### src/rtl/kypd_hex_entry.sv
// 4x4 hex keypad scanner: drives one column low at a time, debounces whole-scan
// frames and shifts each accepted digit into a 16-bit entry word.
module kypd_hex_entry #(
    parameter int SCAN_DIV        = 100000,
    parameter int DEBOUNCE_FRAMES = 4
) (
    input  logic        clk,
    input  logic        rst_n,
    input  logic        clr,
    input  logic [3:0]  row,
    output logic [3:0]  col,
    output logic [3:0]  key_code,
    output logic        key_valid,
    output logic        key_down,
    output logic [15:0] value
);
    localparam int TW = (SCAN_DIV > 1) ? $clog2(SCAN_DIV) : 1;
    localparam int CW = $clog2(DEBOUNCE_FRAMES + 1);
    localparam logic [TW-1:0] TICK_LAST = TW'(SCAN_DIV - 1);
    localparam logic [CW-1:0] CNT_DONE  = CW'(DEBOUNCE_FRAMES);

    typedef enum logic [1:0] {IDLE, PRESS_WAIT, HELD, RELEASE_WAIT} state_t;

    state_t          state, state_next;
    logic [3:0]      row_meta, row_sync;
    logic [TW-1:0]   tick_cnt;
    logic [1:0]      col_idx;
    logic            tick, frame_done;
    logic [1:0]      low_cnt;
    logic [3:0]      acc_key;
    logic [3:0]      col_lows;
    logic [2:0]      col_ones, low_sum;
    logic [1:0]      low_sat, row_idx;
    logic [3:0]      cur_key, frame_key;
    logic            is_none, is_key;
    logic [3:0]      cand, cand_next;
    logic [CW-1:0]   cnt, cnt_next, cnt_inc;
    logic [3:0]      code_next;
    logic            valid_next, down_next, commit;
    logic [15:0]     value_next;

    function automatic logic [2:0] ones4(input logic [3:0] v);
        return {2'b00, v[0]} + {2'b00, v[1]} + {2'b00, v[2]} + {2'b00, v[3]};
    endfunction

    function automatic logic [3:0] key_map(input logic [1:0] r, input logic [1:0] c);
        logic [3:0] k;
        case ({r, c})
            4'h0: k = 4'h1;  4'h1: k = 4'h2;  4'h2: k = 4'h3;  4'h3: k = 4'hA;
            4'h4: k = 4'h4;  4'h5: k = 4'h5;  4'h6: k = 4'h6;  4'h7: k = 4'hB;
            4'h8: k = 4'h7;  4'h9: k = 4'h8;  4'hA: k = 4'h9;  4'hB: k = 4'hC;
            4'hC: k = 4'h0;  4'hD: k = 4'hF;  4'hE: k = 4'hE;  default: k = 4'hD;
        endcase
        return k;
    endfunction

    always_ff @(posedge clk or negedge rst_n) begin
        if (!rst_n) begin
            row_meta <= 4'hF;
            row_sync <= 4'hF;
        end else begin
            row_meta <= row;
            row_sync <= row_meta;
        end
    end

    assign tick       = (tick_cnt == TICK_LAST);
    assign frame_done = tick && (col_idx == 2'd3);
    assign col        = ~(4'b0001 << col_idx);

    always_ff @(posedge clk or negedge rst_n) begin
        if (!rst_n) begin
            tick_cnt <= '0;
            col_idx  <= 2'd0;
        end else if (tick) begin
            tick_cnt <= '0;
            col_idx  <= col_idx + 2'd1;
        end else begin
            tick_cnt <= tick_cnt + 1'b1;
        end
    end

    // Frame classification only needs "0, 1 or many" lows plus the key seen when exactly one.
    always_comb begin
        col_lows  = ~row_sync;
        col_ones  = ones4(col_lows);
        low_sum   = {1'b0, low_cnt} + col_ones;
        low_sat   = (low_sum > 3'd1) ? 2'd2 : low_sum[1:0];
        row_idx   = col_lows[0] ? 2'd0 : col_lows[1] ? 2'd1 : col_lows[2] ? 2'd2 : 2'd3;
        cur_key   = key_map(row_idx, col_idx);
        frame_key = (col_ones == 3'd1) ? cur_key : acc_key;
        is_none   = (low_sum == 3'd0);
        is_key    = (low_sum == 3'd1);
    end

    always_ff @(posedge clk or negedge rst_n) begin
        if (!rst_n) begin
            low_cnt <= 2'd0;
            acc_key <= 4'h0;
        end else if (tick) begin
            if (col_idx == 2'd3) begin
                low_cnt <= 2'd0;
                acc_key <= 4'h0;
            end else begin
                low_cnt <= low_sat;
                acc_key <= frame_key;
            end
        end
    end

    assign cnt_inc = cnt + 1'b1;

    always_ff @(posedge clk or negedge rst_n) begin
        if (!rst_n) begin
            state     <= IDLE;
            cand      <= 4'h0;
            cnt       <= '0;
            key_code  <= 4'h0;
            key_valid <= 1'b0;
            key_down  <= 1'b0;
            value     <= 16'h0000;
        end else begin
            state     <= state_next;
            cand      <= cand_next;
            cnt       <= cnt_next;
            key_code  <= code_next;
            key_valid <= valid_next;
            key_down  <= down_next;
            value     <= value_next;
        end
    end

    // Debounce decisions happen only at frame completion; clr may act on any cycle.
    always_comb begin
        state_next = state;
        cand_next  = cand;
        cnt_next   = cnt;
        code_next  = key_code;
        valid_next = 1'b0;
        down_next  = key_down;
        value_next = value;
        commit     = 1'b0;
        if (frame_done) begin
            case (state)
                IDLE: begin
                    if (is_key) begin
                        cand_next = frame_key;
                        cnt_next  = CW'(1);
                        if (DEBOUNCE_FRAMES == 1) commit = 1'b1;
                        else state_next = PRESS_WAIT;
                    end
                end
                PRESS_WAIT: begin
                    if (is_key && frame_key == cand) begin
                        cnt_next = cnt_inc;
                        if (cnt_inc == CNT_DONE) commit = 1'b1;
                    end else begin
                        state_next = IDLE;
                        cnt_next   = '0;
                    end
                end
                HELD: begin
                    if (is_none) begin
                        if (DEBOUNCE_FRAMES == 1) begin
                            down_next  = 1'b0;
                            state_next = IDLE;
                            cnt_next   = '0;
                        end else begin
                            cnt_next   = CW'(1);
                            state_next = RELEASE_WAIT;
                        end
                    end
                end
                default: begin
                    if (is_none) begin
                        cnt_next = cnt_inc;
                        if (cnt_inc == CNT_DONE) begin
                            down_next  = 1'b0;
                            state_next = IDLE;
                            cnt_next   = '0;
                        end
                    end else begin
                        state_next = HELD;
                        cnt_next   = '0;
                    end
                end
            endcase
            if (commit) begin
                code_next  = cand_next;
                valid_next = 1'b1;
                down_next  = 1'b1;
                value_next = {value[11:0], cand_next};
                state_next = HELD;
                cnt_next   = '0;
            end
        end
        if (clr) value_next = 16'h0000;
    end
endmodule

### config.mk
export PLATFORM = sky130hd
export DESIGN_NAME = kypd_hex_entry
export DESIGN_NICKNAME = d
export VERILOG_FILES = /design/src/rtl/kypd_hex_entry.sv
export SDC_FILE = /design/constraint.sdc
export NUM_CORES = 1
export LEC_CHECK = 0
export BUFFER_PORTS_ARGS = -buffer_cell sky130_fd_sc_hd__buf_2
export CAP_MARGIN = 15
export CELL_PAD_IN_SITES_DETAIL_PLACEMENT = 1
export CELL_PAD_IN_SITES_GLOBAL_PLACEMENT = 2
export CORE_UTILIZATION = 35
export DETAILED_ROUTE_END_ITERATION = 8
export GPL_ROUTABILITY_DRIVEN = 0
export PLACE_DENSITY_LB_ADDON = 0.1
export SLEW_MARGIN = 5
export SYNTH_ARGS = -nofsm -noshare
export SYNTH_HDL_FRONTEND = slang
export SYNTH_SLANG_ARGS = --single-unit
export TNS_END_PERCENT = 100
### constraint.sdc
create_clock -name clk -period 3.9 [get_ports clk]
set_clock_uncertainty 0.2 [all_clocks]
set_input_delay 0.78 -clock clk [delete_from_list [all_inputs] [get_ports clk]]
set_output_delay 0.78 -clock clk [all_outputs]
set_load 0.01 [all_outputs]
==> results of run 1 <==
## cell type report
| class | count | share of cell area [%] |
|---|---|---|
| sequential | 64 | 42.1 |
| multi-input combinational | 206 | 39.6 |
| timing repair buffer | 43 | 7.58 |
| clock buffer | 10 | 3.60 |
| tap | 108 | 3.53 |
| inverter | 19 | 1.86 |
| clock inverter | 6 | 1.77 |
## cell usage after synthesis (all sizes together) (3+ instances only)
| cell | number | share of area (%) |
|---|---|---|
| o21ai | 11 | 1.7 |
| xor2 | 9 | 2.5 |
| nand2b | 3 | 0.59 |
| mux2 | 8 | 2.8 |
| inv | 19 | 2.2 |
| a21oi | 7 | 1.1 |
| and2 | 3 | 0.59 |
| dfrtp | 56 | 44 |
| nor2 | 37 | 4.3 |
| nand4 | 5 | 0.98 |
| xnor2 | 9 | 2.5 |
| clkbuf | 5 | 0.59 |
| o31ai | 5 | 1.2 |
| and3 | 4 | 0.78 |
| buf | 4 | 0.98 |
| a31oi | 4 | 0.78 |
| nand2 | 15 | 2.0 |
| a211oi | 3 | 0.86 |
| a22o | 3 | 0.82 |
| or3 | 6 | 1.2 |
| dfstp | 8 | 6.6 |
| nor3 | 6 | 1.1 |
| mux2i | 17 | 5.3 |
| ha | 13 | 5.1 |
| nand3 | 12 | 1.9 |
## per-stage QoR
stage                     power (mW)  utilization [%]  hold slack (ps)
after floorplan                0.753                -              145
after detailed placement       0.803             40.1              150
final                           1.38             43.7              158
after global routing            1.45             43.7              166
after CTS                       1.40             42.5              160
after global placement         0.801             40.1              147
## kinds of logic (layout without fill, tap and decap cells)
logic type | after synthesis | after routing | share of synthesized area (%)
and+or+nand+nor | 101 | 101 | 16.1
DFF | 64 | 64 | 50.4
AOI/OAI and AO/OA | 47 | 47 | 10.3
buffers and inverters | 28 | 78 | 3.79
muxes | 25 | 25 | 8.14
xor gates and xnor gates | 18 | 18 | 4.93
adders and majority gates | 15 | 15 | 6.34
## state kept, by name (all words and copies together), names as in the netlist
| signal | count |
|---|---|
| tick_cnt | 17 |
| value | 16 |
| acc_key | 4 |
| cand | 4 |
| key_code | 4 |
| row_meta | 4 |
| row_sync | 4 |
| cnt | 3 |
| col_idx | 2 |
| low_cnt | 2 |
| state | 2 |
| key_down | 1 |
| key_valid | 1 |
## worst paths after layout
| kind | from | to |
|---|---|---|
| worst max-delay path | row_sync[0] | key_code[0] |
| worst min-delay path | row_meta[2] | row_sync[2] |
| worst max register to register | row_sync[0] | key_code[0] |
| worst min register to register | row_meta[2] | row_sync[2] |
| max in group asynchronous | rst_n | value[11] |
| min in group asynchronous | rst_n | tick_cnt[13] |
## power by group
group	switching (mW)	total, mW	internal, mW
clock network	0.268	0.582	0.315
logic	0.0791	0.125	0.0460
registers	0.00223	0.673	0.671
## routing by layer
metal,GRT usage [%],vias up,share of wire [%]
met5,0,-,0
met4,6.79,0,0.85
met3,3.45,6,1.3
met2,25.3,11,48
met1,21.7,1140,49
li1,-,1128,-
## timing repair
action / in CTS / in global routing
gates resized for setup: 0 / 6
setup buffers: 0 / 1
endpoints found under the setup margin: 0 / 6
hold endpoints to repair: 0 / 0
## cells in the final DEF, fill, tap and decap left out, types with 2 or more instances in the layout
master,synthesis,layout
sky130_fd_sc_hd__nand2b_1,3,3
sky130_fd_sc_hd__a211oi_1,2,2
sky130_fd_sc_hd__a31oi_1,4,4
sky130_fd_sc_hd__xor2_1,9,8
sky130_fd_sc_hd__nand3_1,12,11
sky130_fd_sc_hd__nor3_1,5,5
sky130_fd_sc_hd__and2_1,3,3
sky130_fd_sc_hd__o21ai_0,11,11
sky130_fd_sc_hd__nor2b_1,2,2
sky130_fd_sc_hd__a21oi_1,7,7
sky130_fd_sc_hd__inv_1,18,18
sky130_fd_sc_hd__dfstp_2,8,8
sky130_fd_sc_hd__clkinvlp_4,0,2
sky130_fd_sc_hd__buf_4,0,8
sky130_fd_sc_hd__mux2_1,3,3
sky130_fd_sc_hd__xnor2_1,9,9
sky130_fd_sc_hd__or3_1,6,6
sky130_fd_sc_hd__nor3b_1,2,2
sky130_fd_sc_hd__nand4_1,5,5
sky130_fd_sc_hd__dfrtp_1,56,56
sky130_fd_sc_hd__and3_1,4,4
sky130_fd_sc_hd__mux2i_1,17,17
sky130_fd_sc_hd__nor2_1,37,37
sky130_fd_sc_hd__a22o_1,3,3
sky130_fd_sc_hd__mux2_2,5,5
sky130_fd_sc_hd__ha_4,0,2
sky130_fd_sc_hd__nand2_1,14,14
sky130_fd_sc_hd__a211o_1,2,2
sky130_fd_sc_hd__ha_1,13,11
sky130_fd_sc_hd__buf_2,1,32
sky130_fd_sc_hd__o31ai_1,5,5
sky130_fd_sc_hd__clkbuf_8,0,10
sky130_fd_sc_hd__a21o_1,2,2
sky130_fd_sc_hd__clkbuf_16,0,2
==> reports/qor_table.md, run 1 <==
| Metric | This run |
|---|---|
| Vias in the first global route | 2486 |
| Relative slew margins | 59.9% |
| Global-route usage over all layers | 16.2% |
| Minimum period implied by the final worst setup slack | 3750 ps |
| Biggest fanout along the worst timing path | 6 |
| Result of the run | completed |
| Area after DPL | 3520 sq um |
| Synth Register Bits | 64 |
| Top-level I/O count | 33 |
| Total via count in the routed design | 2285 |
| Worst-path clk slew | 70 ps |
| Longest individual stage delay on the worst path | 550 ps |
| Starting density of the core | 36.5% |
| Final antenna diode count | 0 |
| Fraction of layout instances using a drive strength above 1 | 23.9% |
| Combined area of all synthesized cells | 3200 sq um |
| Worst Setup Slack, final | 148 ps |
| Number of sinks driven by the clock tree | 64 |
| Die Y-Extent | 97.6 um |
| Cells after Synth | 298 |
| Clock network latency to the later pin of the worst-skew pair | 330 ps |
| Maximum number of pins on one net before global-route repair | 43 |
| Setup Viol. Count Final | 0 |
| Endpoint arrival time on the critical path | 3760 ps |
| Maximum operating frequency | 0.266 GHz |
| Number of DRC markers after the initial detailed-route iteration | 51 |
| Setup repair after global routing missed its margin | false |
| DRC | 0 |
| Syn_nets | 320 |
| Number of enable flip-flop cells after synthesis | 0 |
| CTS Root Buffer Type | sky130_fd_sc_hd__clkbuf_8 |
| Fraction of the yosys area taken by sequential cells | 50.4% |
| Number of levels in the clock H-tree | 3 |
| Layout Cells excl Fill | 456 |
| Total global routing overflow | 0 |
| Max-cap viol count | 0 |
| P per Cell Area | 361 nW/um^2 |
| WP buf/inv | 3 |
| Placement row count | 34 |
| Routed length per instance | 15.4 um |
| Syn. warnings | 0 |
| Number of cells traversed by the worst register-to-register path | 12 |
| Worst endpoint required time | 3910 ps |
| Aggregate negative setup slack | 0 ps |
| Half-perimeter wire length after placement | 5030 um |
| Leading register cell type out of synthesis | sky130_fd_sc_hd__dfrtp_1 |
| Worst Setup Start Kind | flop |
| Buffers from clock root to sink, at most | 2 |
| Gate family responsible for the most delay along the worst path | adder cells |
| Worst vdd ir | 0.136 mV |
| Count of filler cells inserted in the layout | 977 |
| Number of unique standard cell types used by synthesis | 53 |
| Multi-input gate area in the final layout | 1510 sq um |
| Post-route fraction of the period consumed by the critical path | 96.2% |
| Average footprint of a synthesized cell | 10.7 sq um |
| Crit-path slowest cell | sky130_fd_sc_hd__fa_2 |
| Fin. max-slew vios | 0 |
| Post-Layout Inst Area | 3830 sq um |
| Number of hold violations in the final report | 0 |
| Clock buffer count from CTS | 9 |
| Sequential standard cell area | 1610 sq um |
| Die X | 97.6 um |
| Number of vias per cell after detailed routing | 5.01 |
| Routed wire length | 7020 um |
| Number of buffers added to fix hold violations after cts | 0 |
| NumNets Final | 365 |
| Worst reg-to-reg setup slack | 150 ps |
| Wire length of the first global-routing pass | 12300 um |
| Number of port buffers | 32 |
| Path type of the worst setup path | reg2reg |
| Antenna violations before repair | 0 |
| Proportion of synthesized flip-flops having asynchronous set or reset | 100% |
| Static leakage | 1.94 nW |
| Post-Place Setup Slack | 108 ps |
| Critical path endpoint category | flop |
| Stages on the worst setup path | 12 |
| WHS Path Cells | 0 |
| Detailed-routing iteration count for the pre-antenna-repair pass | 4 |
| Core outline area | 8760 sq um |
| CTS tree | yes |
| Worst-margin pin slew | 596 ps |
| Die ar. | 9520 sq um |
| Cell count after placement | 437 |
| Worst Hold Class | reg2reg |
| Remaining antenna violation count after routing | 0 |
| Series of cell instances along the critical path | fa_1 -> inv_1 -> ha_4 -> ha_4 -> inv_1 -> fa_2 -> nand3_2 -> a211o_1 -> a211oi_2 -> nand4b_4 -> buf_12 -> mux2_1 |
| Layout overhead on the synthesized area | 19.7% |
(Power assumes the default switching activity.)
==> run 2: changes to the inputs <==
--- a/config.mk
+++ b/config.mk
@@ -12,7 +12,7 @@
 export CORE_UTILIZATION = 35
 export DETAILED_ROUTE_END_ITERATION = 8
 export GPL_ROUTABILITY_DRIVEN = 0
-export PLACE_DENSITY_LB_ADDON = 0.1
+export PLACE_DENSITY = 0.76
 export SLEW_MARGIN = 5
 export SYNTH_ARGS = -nofsm -noshare
 export SYNTH_HDL_FRONTEND = slang
==> reports/qor_table.md, run 2 (synthesis gave the netlist of run 1 again) <==
| Metric | This run |
|---|---|
| Wire length of the first global-routing pass | 12300 um |
| Fraction of layout instances using a drive strength above 1 | 24.7% |
| Multi-input gate area in the final layout | 1540 sq um |
| Number of DRC markers after the initial detailed-route iteration | 54 |
| Critical path origin | row_sync[0] |
| Worst-path clk slew | 90 ps |
| Biggest fanout along the worst timing path | 6 |
| Number of hold violations in the final report | 0 |
| Global-route usage over all layers | 16.3% |
| Clock network latency to the later pin of the worst-skew pair | 350 ps |
| Worst Setup Start Kind | flop |
| Clock buffer count from CTS | 9 |
| Placement row count | 34 |
| Post-route fraction of the period consumed by the critical path | 97.3% |
| NumNets Final | 365 |
| Series of cell instances along the critical path | fa_1 -> inv_1 -> ha_4 -> ha_4 -> inv_1 -> fa_2 -> xor2_1 -> nand3_1 -> a211o_1 -> a211oi_4 -> nand4b_4 -> buf_12 -> mux2_1 |
| Worst Hold Class | in2async |
| Detailed-routing iteration count for the pre-antenna-repair pass | 4 |
| Die X | 97.6 um |
| Top-level I/O count | 33 |
| Commonest non-fill, non-tap cell in the layout | sky130_fd_sc_hd__dfrtp_1 |
| Maximum operating frequency | 0.263 GHz |
| Worst Setup Slack, final | 104 ps |
| Die ar. | 9520 sq um |
| Total via count in the routed design | 2320 |
| CTS Root Buffer Type | sky130_fd_sc_hd__clkbuf_8 |
| Crit-path slowest cell | sky130_fd_sc_hd__fa_1 |
| Routed wire length | 7230 um |
| Gate family responsible for the most delay along the worst path | adder cells |
| Fin. max-slew vios | 0 |
| Cell count after placement | 438 |
| Top reg by flops | tick_cnt |
| Half-perimeter wire length after placement | 5080 um |
| Buffers from clock root to sink, at most | 2 |
| WP buf/inv | 3 |
| Largest register FFs | 17 |
| DRC | 0 |
| Critical path endpoint category | flop |
| Final hold slack | 153 ps |
| Worst endpoint required time | 3930 ps |
| Top flop regs | tick_cnt: 17 flops, value: 16 flops |
| Aggregate negative setup slack | 0 ps |
| Final antenna diode count | 0 |
| Result of the run | completed |
| CTS tree | yes |
| Longest individual stage delay on the worst path | 540 ps |
| Static leakage | 1.94 nW |
| Max-cap viol count | 0 |
| Worst vdd ir | 0.164 mV |
| Leading cell types in the layout, fill and taps excluded | sky130_fd_sc_hd__dfrtp_1 (56), sky130_fd_sc_hd__nor2_1 (37), sky130_fd_sc_hd__buf_2 (32) |
| Sequential standard cell area | 1610 sq um |
| Layout overhead on the synthesized area | 21.0% |
| Remaining antenna violation count after routing | 0 |
| Vias in the first global route | 2571 |
| Routed length per instance | 15.9 um |
| Number of buffers inserted by post-CTS setup repair | 0 |
| Number of levels in the clock H-tree | 3 |
| Worst-margin pin slew | 641 ps |
| Relative slew margins | 56.8% |
| Antenna violations before repair | 0 |
| Die Y-Extent | 97.6 um |
| Maximum number of pins on one net before global-route repair | 29 |
| Setup Viol. Count Final | 0 |
| Total global routing overflow | 0 |
| Number of vias per cell after detailed routing | 5.09 |
| Minimum period implied by the final worst setup slack | 3800 ps |
| Core outline area | 8760 sq um |
| Number of sinks driven by the clock tree | 64 |
| Path type of the worst setup path | reg2reg |
| Endpoint arrival time on the critical path | 3830 ps |
| Starting density of the core | 36.5% |
| Beginning of the worst register-to-register path | row_sync[0] |
| Number of port buffers | 32 |
| Layout Cells excl Fill | 456 |
| Post-Place Setup Slack | 157 ps |
| Count of filler cells inserted in the layout | 967 |
| P per Cell Area | 378 nW/um^2 |
## run 2: cell count changes in the layout (fill, tap and decap cells not counted), sizes merged
cell	previous run	this run
bufinv	1	2
clkbuf	12	11
clkinv	2	1
inv	20	21
## run 2: routing by layer
| layer | GRT usage, % | up-vias | share of wire (%) |
|---|---|---|---|
| met2 | 27.3 | 15 | 49 |
| met5 | 0 | - | 0 |
| met1 | 20.1 | 1168 | 47 |
| met4 | 7.92 | 0 | 1.5 |
| li1 | - | 1129 | - |
| met3 | 3.09 | 8 | 1.9 |
## run 2: area by class of cell
cell class	instances	share of cell area, %
sequential	64	41.7
multi-input combinational	206	39.7
timing repair buffer	43	7.50
tap	108	3.49
clock buffer	9	3.20
clock inverter	7	2.62
inverter	19	1.84
## run 2: timing repair
action | 4_1_cts | 5_1_grt
gates resized for setup | 0 | 11
endpoints found under the setup margin | 0 | 4
hold buffers | 0 | 0
## run 2: stage by stage
stage               power (mW)  util, %  instance area [sq um]
floorplan                0.753        -                   3200
CTS                       1.46     42.8                   3750
finish                    1.46     44.1                   3870
global route              1.52     44.1                   3870
global placement         0.801     40.2                   3520
detailed placement       0.803     40.2                   3520
## run 2: worst paths after layout
path	slack [ps]	end	cells after the start
setup / recovery	100	key_code[0]	13
hold / removal	150	cnt[1]	1
setup reg to reg	100	key_code[0]	13
hold reg to reg	160	row_sync[1]	0
max in group asynchronous	2610	tick_cnt[12]	2
min in group clk	160	row_sync[1]	0
## run 2: power by group
part	leakage (nW)	switching (mW)	internal, mW
Clock	0.106	0.291	0.365
Sequential	0.852	0.00254	0.671
Combinational	0.982	0.0831	0.0503
==> run 3: changes to the inputs <==
--- a/config.mk
+++ b/config.mk
@@ -9,10 +9,10 @@
 export CAP_MARGIN = 15
 export CELL_PAD_IN_SITES_DETAIL_PLACEMENT = 1
 export CELL_PAD_IN_SITES_GLOBAL_PLACEMENT = 2
-export CORE_UTILIZATION = 35
+export CORE_UTILIZATION = 38
 export DETAILED_ROUTE_END_ITERATION = 8
 export GPL_ROUTABILITY_DRIVEN = 0
-export PLACE_DENSITY = 0.76
+export PLACE_DENSITY = 0.78
 export SLEW_MARGIN = 5
 export SYNTH_ARGS = -nofsm -noshare
 export SYNTH_HDL_FRONTEND = slang
==> constraint.sdc (replaced) <==
create_clock -name clk -period 4 [get_ports clk]
set_clock_uncertainty 0.2 [all_clocks]
set_input_delay 0.8 -clock clk [delete_from_list [all_inputs] [get_ports clk]]
set_output_delay 0.8 -clock clk [all_outputs]
set_load 0.01 [all_outputs]
==> reports/qor_table.md, run 3 (synthesis gave the netlist of run 1 again) <==
| Metric | This run |
|---|---|
| Hold path start | row_meta[1] |
| Global-route usage over all layers | 18.3% |
| Fin. max-slew vios | 0 |
| Number of buffers added to fix hold violations after cts | 0 |
| Aggregate negative setup slack | 0 ps |
| Critical path endpoint category | flop |
| NumNets Final | 364 |
| Worst-margin pin slew | 999 ps |
| Setup repair after global routing missed its margin | false |
| Detailed-routing iteration count for the pre-antenna-repair pass | 4 |
| Buffers from clock root to sink, at most | 2 |
| Top-level I/O count | 33 |
| Top flop regs | tick_cnt: 17 flops, value: 16 flops |
| Remaining antenna violation count after routing | 0 |
| Clock network latency to the later pin of the worst-skew pair | 340 ps |
| CTS tree | yes |
| Biggest fanout along the worst timing path | 11 |
| Max-cap viol count | 0 |
| Starting density of the core | 39.1% |
| Die X | 93.7 um |
| Total global routing overflow | 0 |
| Routed wire length | 7270 um |
| Largest register FFs | 17 |
| Final hold slack | 162 ps |
| Hold Path End | row_sync[1] |
| Die Y-Extent | 93.7 um |
| Number of DRC markers after the initial detailed-route iteration | 76 |
| Die ar. | 8790 sq um |
| Worst reg-to-reg setup slack | 160 ps |
| P per Cell Area | 341 nW/um^2 |
| Worst Setup Start Kind | flop |
| WHS Path Cells | 0 |
| Endpoint arrival time on the critical path | 3860 ps |
| Worst-path clk slew | 70 ps |
| Worst Hold Class | reg2reg |
| Layout overhead on the synthesized area | 18.2% |
| Path type of the worst setup path | reg2reg |
| Clock buffer count from CTS | 9 |
| Leading cell types in the layout, fill and taps excluded | sky130_fd_sc_hd__dfrtp_1 (56), sky130_fd_sc_hd__nor2_1 (37), sky130_fd_sc_hd__buf_2 (32) |
| Relative slew margins | 33.4% |
| Worst vdd ir | 0.166 mV |
| Top reg by flops | tick_cnt |
| Post-route fraction of the period consumed by the critical path | 96.0% |
| Vias in the first global route | 2500 |
| Fraction of layout instances using a drive strength above 1 | 23.3% |
| Static leakage | 1.91 nW |
| DRC | 0 |
| Number of cells traversed by the worst register-to-register path | 13 |
| Total via count in the routed design | 2363 |
| Number of port buffers | 32 |
| Number of sinks driven by the clock tree | 64 |
| Number of vias per cell after detailed routing | 5.23 |
| Worst endpoint required time | 4020 ps |
| Count of filler cells inserted in the layout | 922 |
| CTS Root Buffer Type | sky130_fd_sc_hd__clkbuf_8 |
| Commonest non-fill, non-tap cell in the layout | sky130_fd_sc_hd__dfrtp_1 |
| Setup Viol. Count Final | 0 |
| RR Endpoint | key_code[2] |
| Number of levels in the clock H-tree | 3 |
| Maximum number of pins on one net before global-route repair | 42 |
| Minimum period implied by the final worst setup slack | 3840 ps |
| Routed length per instance | 16.1 um |
| Placement row count | 33 |
| Half-perimeter wire length after placement | 5140 um |
| Beginning of the worst register-to-register path | row_sync[0] |
| Maximum operating frequency | 0.261 GHz |
| Final antenna diode count | 0 |
| Core outline area | 8180 sq um |
| Antenna violations before repair | 0 |
| Number of hold violations in the final report | 0 |
| Wire length of the first global-routing pass | 12200 um |
| Final core utilization | 46.2% |
| Result of the run | completed |
run 3: cell type report:
type / count / area, sq um / share of cell area (%)
clock buffer: 10 / 138 / 3.64
inverter: 19 / 71.3 / 1.89
multi-input combinational: 206 / 1520 / 40.2
tap: 105 / 131 / 3.48
clock inverter: 6 / 43.8 / 1.16
timing repair buffer: 42 / 265 / 7.02
sequential: 64 / 1610 / 42.6
run 3: per-layer routing:
layer	GRT usage, %	vias to the layer above	wire, um
li1	-	1127	-
met1	23.1	1209	3360
met2	30.7	23	3630
met3	3.88	4	219
met4	6.54	0	55
met5	0	-	0
run 3: critical path, cell delays in order (launching register included):
cell and delay, ps:
sky130_fd_sc_hd__dfstp_2 380, sky130_fd_sc_hd__fa_1 530, sky130_fd_sc_hd__inv_1 40, sky130_fd_sc_hd__ha_1 170
sky130_fd_sc_hd__ha_1 310, sky130_fd_sc_hd__inv_1 80, sky130_fd_sc_hd__fa_1 430, sky130_fd_sc_hd__xor2_2 190
sky130_fd_sc_hd__nand3_2 110, sky130_fd_sc_hd__a211o_1 310, sky130_fd_sc_hd__a211oi_4 280, sky130_fd_sc_hd__nand4b_4 180
sky130_fd_sc_hd__buf_12 200, sky130_fd_sc_hd__mux2_1 310
run 3: worst max-delay path by stage:
stage | startpoint | end
2_1_floorplan | row_sync[0] | key_code[2]
4_1_cts | row_sync[0] | key_code[3]
6_report | row_sync[0] | key_code[2]
3_3_place_gp | row_sync[0] | key_code[0]
5_1_grt | row_sync[0] | key_code[2]
3_5_place_dp | row_sync[0] | key_code[0]
run 3: power by group:
group | internal [mW] | switching, mW
Combinational | 0.0431 | 0.0795
Clock | 0.242 | 0.266
Sequential | 0.654 | 0.00264
run 3: metrics by stage:
step / std cells / power [mW] / instance area (sq um) / setup slack, ps
floorplan: 298 / 0.734 / 3200 / 358
global placement: 434 / 0.780 / 3500 / 222
detailed placement: 434 / 0.782 / 3500 / 163
CTS: 450 / 1.30 / 3680 / 141
global route: 452 / 1.35 / 3780 / 13.0
finish: 452 / 1.29 / 3780 / 162
run 3: timing repair:
action / in CTS / in global routing
endpoints found under the setup margin: 0 / 6
gates resized for setup: 0 / 10
buffers inserted: 0 / 1
